File: src/rtl/sprite_rom_pkg.sv
// Shared types and constants for the sprite ROM arbiter and its picker.
package sprite_rom_pkg;

  localparam int unsigned NREQ_DEFAULT = 4;
  localparam int unsigned REQ_ID_W     = $clog2(NREQ_DEFAULT);

  typedef logic [REQ_ID_W-1:0] req_id_t;

  localparam req_id_t REQ_PLAYER = req_id_t'(0);
  localparam req_id_t REQ_ALIEN  = req_id_t'(1);
  localparam req_id_t REQ_BULLET = req_id_t'(2);
  localparam req_id_t REQ_SHIELD = req_id_t'(3);

endpackage

File: src/rtl/sprite_rom_arbiter_rr_pick.sv
// Combinational round-robin picker: first requester at or after ptr, with wrap.
module rr_pick
  import sprite_rom_pkg::*;
#(
  parameter int unsigned NREQ = NREQ_DEFAULT,
  parameter int unsigned IDW  = $clog2(NREQ_DEFAULT)
) (
  input  logic [NREQ-1:0] req,
  input  logic [IDW-1:0]  ptr,
  output logic            any,
  output logic [IDW-1:0]  winner,
  output logic [NREQ-1:0] gnt
);

  always_comb begin
    int unsigned idx;
    logic [IDW-1:0] idx_b;
    idx    = 0;
    idx_b  = '0;
    any    = 1'b0;
    winner = '0;
    gnt    = '0;
    for (int unsigned k = 0; k < NREQ; k++) begin
      idx   = (int'(ptr) + k) % NREQ;
      idx_b = IDW'(idx);
      if (!any && req[idx_b]) begin
        any    = 1'b1;
        winner = idx_b;
      end
    end
    if (any) gnt[winner] = 1'b1;
  end

endmodule

File: src/rtl/sprite_rom_arbiter.sv
// Shares one synchronous sprite ROM port between NREQ requesters and routes
// each read response back to its requester after the ROM latency.
module sprite_rom_arbiter
  import sprite_rom_pkg::*;
#(
  parameter int unsigned NREQ    = NREQ_DEFAULT,
  parameter int unsigned ADDRW   = 10,
  parameter int unsigned WIDTH   = 8,
  parameter int unsigned ROM_LAT = 1
) (
  input  logic                  clk,
  input  logic                  rst,
  input  logic [NREQ-1:0]       req,
  input  logic [NREQ*ADDRW-1:0] req_addr,
  output logic [NREQ-1:0]       gnt,
  output logic [ADDRW-1:0]      rom_addr,
  input  logic [WIDTH-1:0]      rom_data,
  output logic [NREQ-1:0]       rsp_valid,
  output logic [WIDTH-1:0]      rsp_data
);

  localparam int unsigned IDW = $clog2(NREQ);

  logic [IDW-1:0]   ptr;
  logic             pick_any;
  logic [IDW-1:0]   pick_winner;
  logic [NREQ-1:0]  pick_gnt;
  logic             any_gnt;
  logic [ADDRW-1:0] win_addr;
  logic [ADDRW-1:0] addr_hold;

  logic [ROM_LAT-1:0] pipe_vld;
  logic [IDW-1:0]     pipe_id [ROM_LAT];

  rr_pick #(
    .NREQ (NREQ),
    .IDW  (IDW)
  ) u_pick (
    .req    (req),
    .ptr    (ptr),
    .any    (pick_any),
    .winner (pick_winner),
    .gnt    (pick_gnt)
  );

  assign any_gnt  = pick_any & ~rst;
  assign gnt      = rst ? '0 : pick_gnt;
  assign win_addr = req_addr[int'(pick_winner)*ADDRW +: ADDRW];

  // Hold the last granted address while idle so the ROM input stays quiet.
  always_comb begin
    rom_addr = addr_hold;
    if (any_gnt) rom_addr = win_addr;
  end

  always_ff @(posedge clk) begin
    if (rst) begin
      ptr       <= '0;
      addr_hold <= '0;
    end else if (any_gnt) begin
      ptr       <= (pick_winner == IDW'(NREQ-1)) ? '0 : pick_winner + 1'b1;
      addr_hold <= win_addr;
    end
  end

  always_ff @(posedge clk) begin
    if (rst) begin
      pipe_vld <= '0;
    end else begin
      pipe_vld[0] <= any_gnt;
      for (int unsigned k = 1; k < ROM_LAT; k++) pipe_vld[k] <= pipe_vld[k-1];
    end
  end

  always_ff @(posedge clk) begin
    pipe_id[0] <= pick_winner;
    for (int unsigned k = 1; k < ROM_LAT; k++) pipe_id[k] <= pipe_id[k-1];
  end

  // Gating with rst also drops a response that would land in the reset cycle.
  always_comb begin
    rsp_valid = '0;
    if (pipe_vld[ROM_LAT-1] && !rst) rsp_valid[pipe_id[ROM_LAT-1]] = 1'b1;
  end

  assign rsp_data = rom_data;

endmodule

File: config.mk
export PLATFORM = sky130hd
export DESIGN_NAME = sprite_rom_arbiter
export DESIGN_NICKNAME = d
export VERILOG_FILES = /design/src/rtl/sprite_rom_pkg.sv /design/src/rtl/sprite_rom_arbiter_rr_pick.sv /design/src/rtl/sprite_rom_arbiter.sv
export SDC_FILE = /design/constraint.sdc
export NUM_CORES = 1
export LEC_CHECK = 0
export CAP_MARGIN = 15
export CORE_MARGIN = 2
export CORE_UTILIZATION = 38
export DETAILED_ROUTE_END_ITERATION = 10
export PLACE_DENSITY = 0.86
export SLEW_MARGIN = 20
export SYNTH_ARGS = -nofsm -noshare
export SYNTH_HDL_FRONTEND = slang
export SYNTH_SLANG_ARGS = --single-unit
File: constraint.sdc
create_clock -name clk -period 3.1 [get_ports clk]
set_input_delay 0.31 -clock clk [delete_from_list [all_inputs] [get_ports clk]]
set_output_delay 0.31 -clock clk [all_outputs]
set_load 0.05 [all_outputs]
# Yosys cells after proc, flatten, opt, wreduce, memory -nomap -nowiden

Memory sizes are Yosys's and may differ from the RTL's.
Cells that the tools add are included.

Memories kept: 1
Bits in writable memories: 2
Bits in registers: 13
Bits of input ports: 54

Memories:

| name    | depth | bits a word | rd ports | clocked after memory_dff | wr ports | line                     | text |
|---|---|---|---|---|---|---|---|
| pipe_id | 1     | 2           | 1        | 0                        | 1        | sprite_rom_arbiter.sv:33 | `logic [IDW-1:0] pipe_id [ROM_LAT];` |

Equality and inequality tests: 1
$mul: 1
$add $sub $neg: 4
Shift operators: 1
Reductions and logical operators: 10
Magnitude comparators: 8
Bitwise operators: 2
Muxes and demuxes: 25

Operators with widths:

| kind                  | count |
|---|---|
| $shiftx A40 B7 Y10    | 1 |
| $lt A2 B3 Y1 const B  | 6 |
| $mux W4               | 3 |
| $mux W1               | 10 |
| $mux W10              | 1 |
| $mux W2               | 5 |
| $bmux W1 S2           | 4 |
| $logic_and A1 B1 Y1   | 6 |
| $mul A2 B3 Y5 const B | 1 |
| $add A2 B1 Y2 const B | 2 |
| $add A2 B2 Y2 const B | 2 |
| $demux W1 S2          | 2 |
| $ge A2 B1 Y1 const B  | 2 |
| $logic_not A1 Y1      | 4 |
| $eq A2 B2 Y1 const B  | 1 |
| $and A1 B1 Y1         | 1 |
| $not A1 Y1            | 1 |

# Depth between registers and ports, before layout

Gate-level depths: netlist of run 1.

Depth in word-level cells: 18
Gate-level depth with buffers: 7

# Cells and area by module

From an unflattened synthesis of run 1, not the netlist that was laid out.

Cell total of the unflattened synthesis: 144
Area, all modules: 1326.3 um^2

By module, submodules not included:

| module             | times used | sequential area each (um^2) | area each (um^2) | cells each |
|---|---|---|---|---|
| sprite_rom_arbiter | 1          | 300.3                       | 1114.8           | 111 |
| rr_pick            | 1          | 0.0                         | 211.5            | 33 |

# Worst setup path before layout of run 1

Ideal clock, no wire load.

Path kind: input-to-output
Start: input port req[2]
End: output port rom_addr[1]
Path buffers: 1
Slack: 0.832 ns
Stages on the path: 7
Data arrival time: 1.958 ns
Data required time: 2.790 ns
Cell sequence: nor2b_1 -> a211o_1 -> nand2_1 -> inv_2 -> buf_6 -> mux2i_1 -> o211ai_1

Word-level cells in the longest chain between the ends: 15

Ends and longest elaborated chain:

| item                          | line                             | text |
|---|---|---|
| start, declared               | sprite_rom_arbiter.sv:13         | `input logic [NREQ-1:0] req,` |
| $bmux W1 S2                   | sprite_rom_arbiter_rr_pick.sv:26 | `if (!any && req[idx_b]) begin` |
| $mux W1 (implied by the code) | sprite_rom_arbiter_rr_pick.sv:26 |  |
| $mux W1                       | sprite_rom_arbiter_rr_pick.sv:26 |  |
| $logic_not A1 Y1              | sprite_rom_arbiter_rr_pick.sv:26 |  |
| $logic_and A1 B1 Y1           | sprite_rom_arbiter_rr_pick.sv:26 |  |
| $mux W1                       | sprite_rom_arbiter_rr_pick.sv:26 |  |
| $logic_not A1 Y1              | sprite_rom_arbiter_rr_pick.sv:26 |  |
| $logic_and A1 B1 Y1           | sprite_rom_arbiter_rr_pick.sv:26 |  |
| $mux W1                       | sprite_rom_arbiter_rr_pick.sv:26 |  |
| $logic_not A1 Y1              | sprite_rom_arbiter_rr_pick.sv:26 |  |
| $logic_and A1 B1 Y1           | sprite_rom_arbiter_rr_pick.sv:26 |  |
| $mux W2 (*)                   | sprite_rom_arbiter_rr_pick.sv:26 |  |
| via pick_winner[1]            | sprite_rom_arbiter.sv:26         | `logic [IDW-1:0] pick_winner;` |
| $mul A2 B3 Y5 (*)             | sprite_rom_arbiter.sv:48         | `assign win_addr = req_addr[int'(pick_winner)*ADDRW +: ADDRW];` |
| $shiftx A40 B7 Y10 (*)        | sprite_rom_arbiter.sv:48         |  |
| $mux W10 (*)                  | n/a                              |  |
| end, declared                 | sprite_rom_arbiter.sv:16         | `output logic [ADDRW-1:0] rom_addr,` |

Mark *: on every way through the listed nets, which the timed path passes. The rest lies on a longest branch. The select of a mux whose other input is x is not followed.

# Worst setup path after layout of run 1

Start: input port req[1]
End: output port rom_addr[9]

Word-level cells in the longest chain between the ends: 15

Ends and longest elaborated chain:

| item                          | line |
|---|---|
| $bmux W1 S2                   | sprite_rom_arbiter_rr_pick.sv:26 |
| $mux W1 (implied by the code) | sprite_rom_arbiter_rr_pick.sv:26 |
| $mux W1                       | sprite_rom_arbiter_rr_pick.sv:26 |
| $logic_not A1 Y1              | sprite_rom_arbiter_rr_pick.sv:26 |
| $logic_and A1 B1 Y1           | sprite_rom_arbiter_rr_pick.sv:26 |
| $mux W1                       | sprite_rom_arbiter_rr_pick.sv:26 |
| $logic_not A1 Y1              | sprite_rom_arbiter_rr_pick.sv:26 |
| $logic_and A1 B1 Y1           | sprite_rom_arbiter_rr_pick.sv:26 |
| $mux W1                       | sprite_rom_arbiter_rr_pick.sv:26 |
| $logic_not A1 Y1              | sprite_rom_arbiter_rr_pick.sv:26 |
| $logic_and A1 B1 Y1           | sprite_rom_arbiter_rr_pick.sv:26 |
| $mux W2                       | sprite_rom_arbiter_rr_pick.sv:26 |
| $mul A2 B3 Y5                 | sprite_rom_arbiter.sv:48 |
| $shiftx A40 B7 Y10            | sprite_rom_arbiter.sv:48 |
| $mux W10 (*)                  | n/a |

Mark *: on every way between the ends. The rest lies on a longest branch, timed or not. The select of a mux whose other input is x is not followed.

==> results.cfg, run 1 <==
[run_status]
status = finished, final reports clean

[sta]
final.setup.tns_ns = 0
rsz0062_at_grt = no
fin_crit_sh = 0.8407
finalSetupViolations = 0
worst_hold_slack_ns = 0.4967
slew_violations = 0
slew_headroom = 0.6698
skew_ns = 0.01166
fin_crit_ns = 2.606
fmax_mhz = 383.7
worst_pin_slew_ns = 0.4937
hold_viol = 0

[worst_setup_path]
arrival_ns = 2.30
cp_slowest_cell = clkdlybuf4s50_1
start_kind = input port
r2r-end = addr_hold[9]
crit_chain = clkdlybuf4s50_1 -> nor4_2 -> or2_2 -> a31oi_2 -> o21ai_1 -> o211ai_1 -> buf_12
worst-r2r-cell-count = 6
worstSetupPathType = input port to output port
timing.rr.start = ptr[1]
rrSetupSlack_ns = 1.44
max_stage_delay_ns = 0.55
critPathCaptureType = output port
critPathMaxFanout = 12
crit_required_ns = 2.79

[die]
start_util = 0.3887
coreArea_sq_um = 2978
num_io_pins = 80
die_w_microns = 59.19
die_area_sq_um = 3503
die_y_microns = 59.19
num_rows = 20

[synthesis]
yosysUniqueCellTypes = 26
syn_nets = 207
synth-seq-area-share = 0.2595
synth_most_common_cell = o211ai_1
mappedNetlistArea_sq_um = 1157
synth_top_area_cell = dfxtp_1
syn_inst = 152
synth_edf_count = 0
ys.flop_type = dfxtp_1
synth_top_area_frac = 0.2595
yosys_warnings = 0
ys_top_cells_by_count = o211ai_1, nand2_1, dfxtp_1, and3_1
ys_top_cells_by_area = dfxtp_1, o211ai_1, mux2i_1, and3_1, a21boi_0
syn_avg_cell_area_sq_um = 7.614
synthArstFlopShare = 0
synth_seq_cells = 15

[cts]
cts_setup_buffers = 0
cts_resized = 0
hold_buffers = 0
cts.sink_count = 15
cts-root-buf = clkbuf_4
cts_buffer_depth = 2
clkTransAtPathRegs_ns = 0.08
clock_latency_ns = 0.29
htreeDepth = 1
cts_tree = yes
cts_made_buffers = 3

[placement]
portBuffers = 63
placed_area_sq_um = 1859
gp_congestion = 0.8063
dp.cells = 234
dp.final_hpwl_microns = 2463

[final_layout]
finalNetCount = 261
stdcell_area_sq_um = 1886
final.fill_count = 256
diodes = 0
fin_cells = 238
areaGrowthSynthToFinish_pct = 62.92
drive_gt1_frac = 0.1268

[pwr]
finalPower_uw = 1091
vdd.ir_drop.worst_uv = 281.4
p_leak_uw = 0.0007551
p_comb_frac = 0.650
p_clk_frac = 0.106
p_seq_frac = 0.244
p_int_uw = 613.0
power.density_nw_per_um2 = 578.5
switching_share = 0.4380
p_sw_uw = 477.8

[worst_hold_path]
hp-start = addr_hold[0]
hold-path-endpoint = addr_hold[0]
whs_path_depth = 2
hold_class = register to register

[grt]
track_usage = 0.1828
grt_overflow_total = 0
grt_pass1_vias = 1124
grt_start_max_net_pins = 22
grt_pass1_wl_microns = 4878
grt_antenna_before_repair = 0

[run]
drv_cap = 0

[drt]
wl_met3_microns = 197
dr.max_layer_used = met4
detail-route-antenna-nets = 0
vias_per_cell = 5.382
wl_per_cell_microns = 12.77
drtIter0Drc = 25
via_count = 1281
firstDrtPassIters = 4
wirelength_met1_microns = 1341
drc = 0
wl_microns = 3039
dr_wl_met2_microns = 1457
==> cells in the final DEF (no fill, tap or decap), drive strengths merged <==
master / instances
nor4: 1
and2: 1
a211o: 1
clkbuf: 4
and3: 13
a21boi: 10
nor3b: 1
dfxtp: 15
nand2: 16
o211ai: 20
nor2b: 5
clkdlybuf4s50: 49
nor2: 7
mux2i: 11
a31oi: 2
nand2b: 1
o21bai: 2
inv: 4
or2: 2
nand3: 10
o21ai: 11
buf: 18
ha: 1
==> power groups by stage <==
stage	sequential (uW)	clock (uW)	combinational (uW)
2_1_floorplan	263	0	437
3_3_place_gp	268	0	706
3_5_place_dp	270	0	711
4_1_cts	265	115	713
5_1_grt	272	122	750
6_report	266	115	709
==> final cells by class <==
| cell class | instances | area (sq um) | share of cell area |
|---|---|---|---|
| tap | 33 | 41.29 | 0.02190 |
| sequential | 15 | 300.3 | 0.1593 |
| timing repair buffer | 67 | 763.2 | 0.4048 |
| clock buffer | 4 | 26.28 | 0.01393 |
| multi-input combinational | 115 | 739.5 | 0.3922 |
| inverter | 4 | 15.01 | 0.007963 |
==> cells by family after synthesis <==
group,after synthesis,synth area share
AOI/OAI and AO/OA,46,0.2789
adders and majority gates,1,0.01081
buffers and inverters,22,0.1070
DFF,15,0.2595
muxes,11,0.09514
and+or+nand+nor,57,0.2487
==> layer usage <==
metal / global-route usage / up-vias
li1: - / 650
met3: 0.03493 / 4
met1: 0.2350 / 583
met5: 0 / -
met2: 0.2951 / 44
met4: 0.08117 / 0
==> worst max-delay path, delay by kind of cell <==
family,cells,cell delay (ns)
compound gates,3,0.77
buf+inv,2,0.73
simple gates,2,0.47
==> worst max-delay path by stage <==
stage / from / end / slack (ns)
6_report: req[1] / rom_addr[9] / 0.49
5_1_grt: req[2] / rom_addr[0] / 0.37
4_1_cts: req[1] / rom_addr[1] / 0.49
3_5_place_dp: req[1] / rom_addr[1] / 0.50
3_3_place_gp: req[2] / rom_addr[0] / 0.51
2_1_floorplan: req[2] / rom_addr[1] / 0.83
==> stage by stage <==
stage | setup slack [ns] | utilization
detailed placement | 0.4963 | 0.6244
floorplan | 0.8317 | -
global placement | 0.5067 | 0.6244
CTS | 0.4926 | 0.6332
global route | 0.3703 | 0.6332
finish | 0.4938 | 0.6332
==> sequential cells by signal (all words and copies together), names as in the netlist <==
register,count
addr_hold,10
pipe_vld,1
pipe_id,2
ptr,2
Power figures use the tool's default switching activity.
==> run 2, diff against run 1 <==
--- a/config.mk
+++ b/config.mk
@@ -7,9 +7,9 @@
 export LEC_CHECK = 0
 export CAP_MARGIN = 15
 export CORE_MARGIN = 2
-export CORE_UTILIZATION = 38
+export CORE_UTILIZATION = 35
 export DETAILED_ROUTE_END_ITERATION = 10
-export PLACE_DENSITY = 0.86
+export PLACE_DENSITY = 0.8
 export SLEW_MARGIN = 20
 export SYNTH_ARGS = -nofsm -noshare
 export SYNTH_HDL_FRONTEND = slang
==> constraint.sdc (replaced) <==
create_clock -name clk -period 2.55 [get_ports clk]
set_input_delay 0.255 -clock clk [delete_from_list [all_inputs] [get_ports clk]]
set_output_delay 0.255 -clock clk [all_outputs]
set_load 0.05 [all_outputs]
==> run 2 against run 1 <==
  * Final area is 2.2% higher
  * Register-to-register slack got worse by 0.58 ns
  * Wire length grew 4.8%
==> results.cfg, run 2 (same netlist as run 1, synthesis figures left out) <==
[run_status]
status = finished, final reports clean

[worst_setup_path]
arrival_ns = 2.20
critPathCaptureType = output port
worst-r2r-cell-count = 6
cp_slowest_cell = clkdlybuf4s50_1
start_kind = input port
critPathMaxFanout = 20
worstSetupPathType = input port to output port
max_stage_delay_ns = 0.54
rrSetupSlack_ns = 0.86
crit_buf_inv = 3
cpLargestDelayFamily = buffers and inverters
cp.depth = 8
crit_required_ns = 2.30
crit_chain = clkdlybuf4s50_1 -> nor2b_1 -> a211o_1 -> buf_4 -> and3_1 -> o21ai_1 -> o211ai_1 -> buf_12

[cts]
cts_made_buffers = 3
clock_latency_ns = 0.28
cts_setup_buffers = 0
cts-root-buf = clkbuf_4
htreeDepth = 1
cts_resized = 0
cts_tree = yes
cts_buffer_depth = 2
hold_buffers = 0
clkTransAtPathRegs_ns = 0.09
cts.sink_count = 15

[pwr]
switching_share = 0.4399
p_sw_uw = 590.8
p_leak_uw = 0.0007760
p_seq_frac = 0.241
power.density_nw_per_um2 = 697.0
finalPower_uw = 1343
p_comb_frac = 0.654
p_clk_frac = 0.105
vdd.ir_drop.worst_uv = 280.2
p_int_uw = 752.3

[sta]
slew_headroom = 0.6737
final.setup.tns_ns = 0
worst_pin_slew_ns = 0.4879
fin_crit_ns = 2.455
fmax_mhz = 407.4
slew_violations = 0
finalSetupViolations = 0
setup_ws_ns = 0.09519
hold_viol = 0
fin_crit_sh = 0.9627
skew_ns = 0.001930

[grt]
grt_antenna_before_repair = 0
grt_pass1_wl_microns = 5147
grt_start_max_net_pins = 22
grt_overflow_total = 0
grt_pass1_vias = 1127
track_usage = 0.1810

[die]
die_area_sq_um = 3783
die_w_microns = 61.51
coreArea_sq_um = 3103
num_rows = 20
die_y_microns = 61.51
start_util = 0.3730
num_io_pins = 80

[placement]
dp_slack_ns = 0.08688
gp_congestion = 0.7337
placed_area_sq_um = 1876
dp.final_hpwl_microns = 2507
portBuffers = 63

[worst_hold_path]
whs_path_depth = 2
hold_class = register to register

[final_layout]
areaGrowthSynthToFinish_pct = 66.49
final_core_util = 0.6210
reg_top3 = addr_hold x10, pipe_id x2, ptr x2
drive_gt1_frac = 0.1827
top_register = addr_hold
stdcell_area_sq_um = 1927
largest_register_ffs = 10
diodes = 0
layout_common_cells = clkdlybuf4s50_1, o211ai_1, nand2_1, dfxtp_1, buf_4
finalNetCount = 264
final_common_cell = clkdlybuf4s50_1
final.fill_count = 287

[drt]
detail-route-antenna-nets = 0
firstDrtPassIters = 4
via_count = 1275
drtIter0Drc = 44
wl_per_cell_microns = 12.64
drc = 0
wl_microns = 3185
vias_per_cell = 5.060

[run]
drv_cap = 0
## run 2: changes by cell type in the layout (fill, tap and decap cells not counted)
| cell | previous run | this run |
|---|---|---|
| buf_12 | 11 | 10 |
| buf_4 | 7 | 14 |
| clkdlybuf4s50_1 | 49 | 46 |
| inv_2 | 1 | 0 |
| inv_4 | 0 | 1 |
| mux2i_1 | 11 | 10 |
| mux2i_2 | 0 | 1 |
| o21ai_1 | 11 | 7 |
| o21ai_2 | 0 | 4 |
| o21bai_1 | 2 | 1 |
| o21bai_2 | 0 | 1 |
## run 2: final cells by class
cell class / count / area, sq um / share of cell area
multi-input combinational: 115 / 762.0 / 0.3955
inverter: 4 / 17.52 / 0.009091
tap: 44 / 55.05 / 0.02857
timing repair buffer: 70 / 765.7 / 0.3974
clock buffer: 4 / 26.28 / 0.01364
sequential: 15 / 300.3 / 0.1558
## run 2: worst paths after layout
| path | start | to |
|---|---|---|
| min | addr_hold[3] | addr_hold[3] |
| max reg2reg | ptr[1] | addr_hold[2] |
| max | req[1] | rom_addr[2] |
| min reg2reg | addr_hold[3] | addr_hold[3] |
## run 2: through the flow
step	hold slack (ns)	cells
finish	0.5012	252
global route	0.5101	252
CTS	0.4977	252
detailed placement	0.4805	248
global placement	0.4740	248
floorplan	0.3244	152
## run 2: worst register-to-register path: cells and delay by family (launching register included)
kind | cells | cell delay (ns)
compound gates | 3 | 0.69
buf+inv | 1 | 0.19
flops | 1 | 0.42
simple gates | 2 | 0.26
## run 2: routing by layer
metal | global-route usage | part of all wire | up-vias
met5 | 0 | 0 | -
met4 | 0.07903 | 0.0085 | 0
met3 | 0.01471 | 0.077 | 2
met2 | 0.2842 | 0.46 | 52
li1 | - | - | 656
met1 | 0.2525 | 0.46 | 565
## run 2: power groups by stage
| stage | Combinational, uW | Clock, uW | Sequential (uW) |
|---|---|---|---|
| 3_3_place_gp | 859 | 0 | 325 |
| 4_1_cts | 870 | 139 | 322 |
| 3_5_place_dp | 868 | 0 | 328 |
| 2_1_floorplan | 532 | 0 | 320 |
| 5_1_grt | 933 | 155 | 335 |
| 6_report | 878 | 141 | 324 |
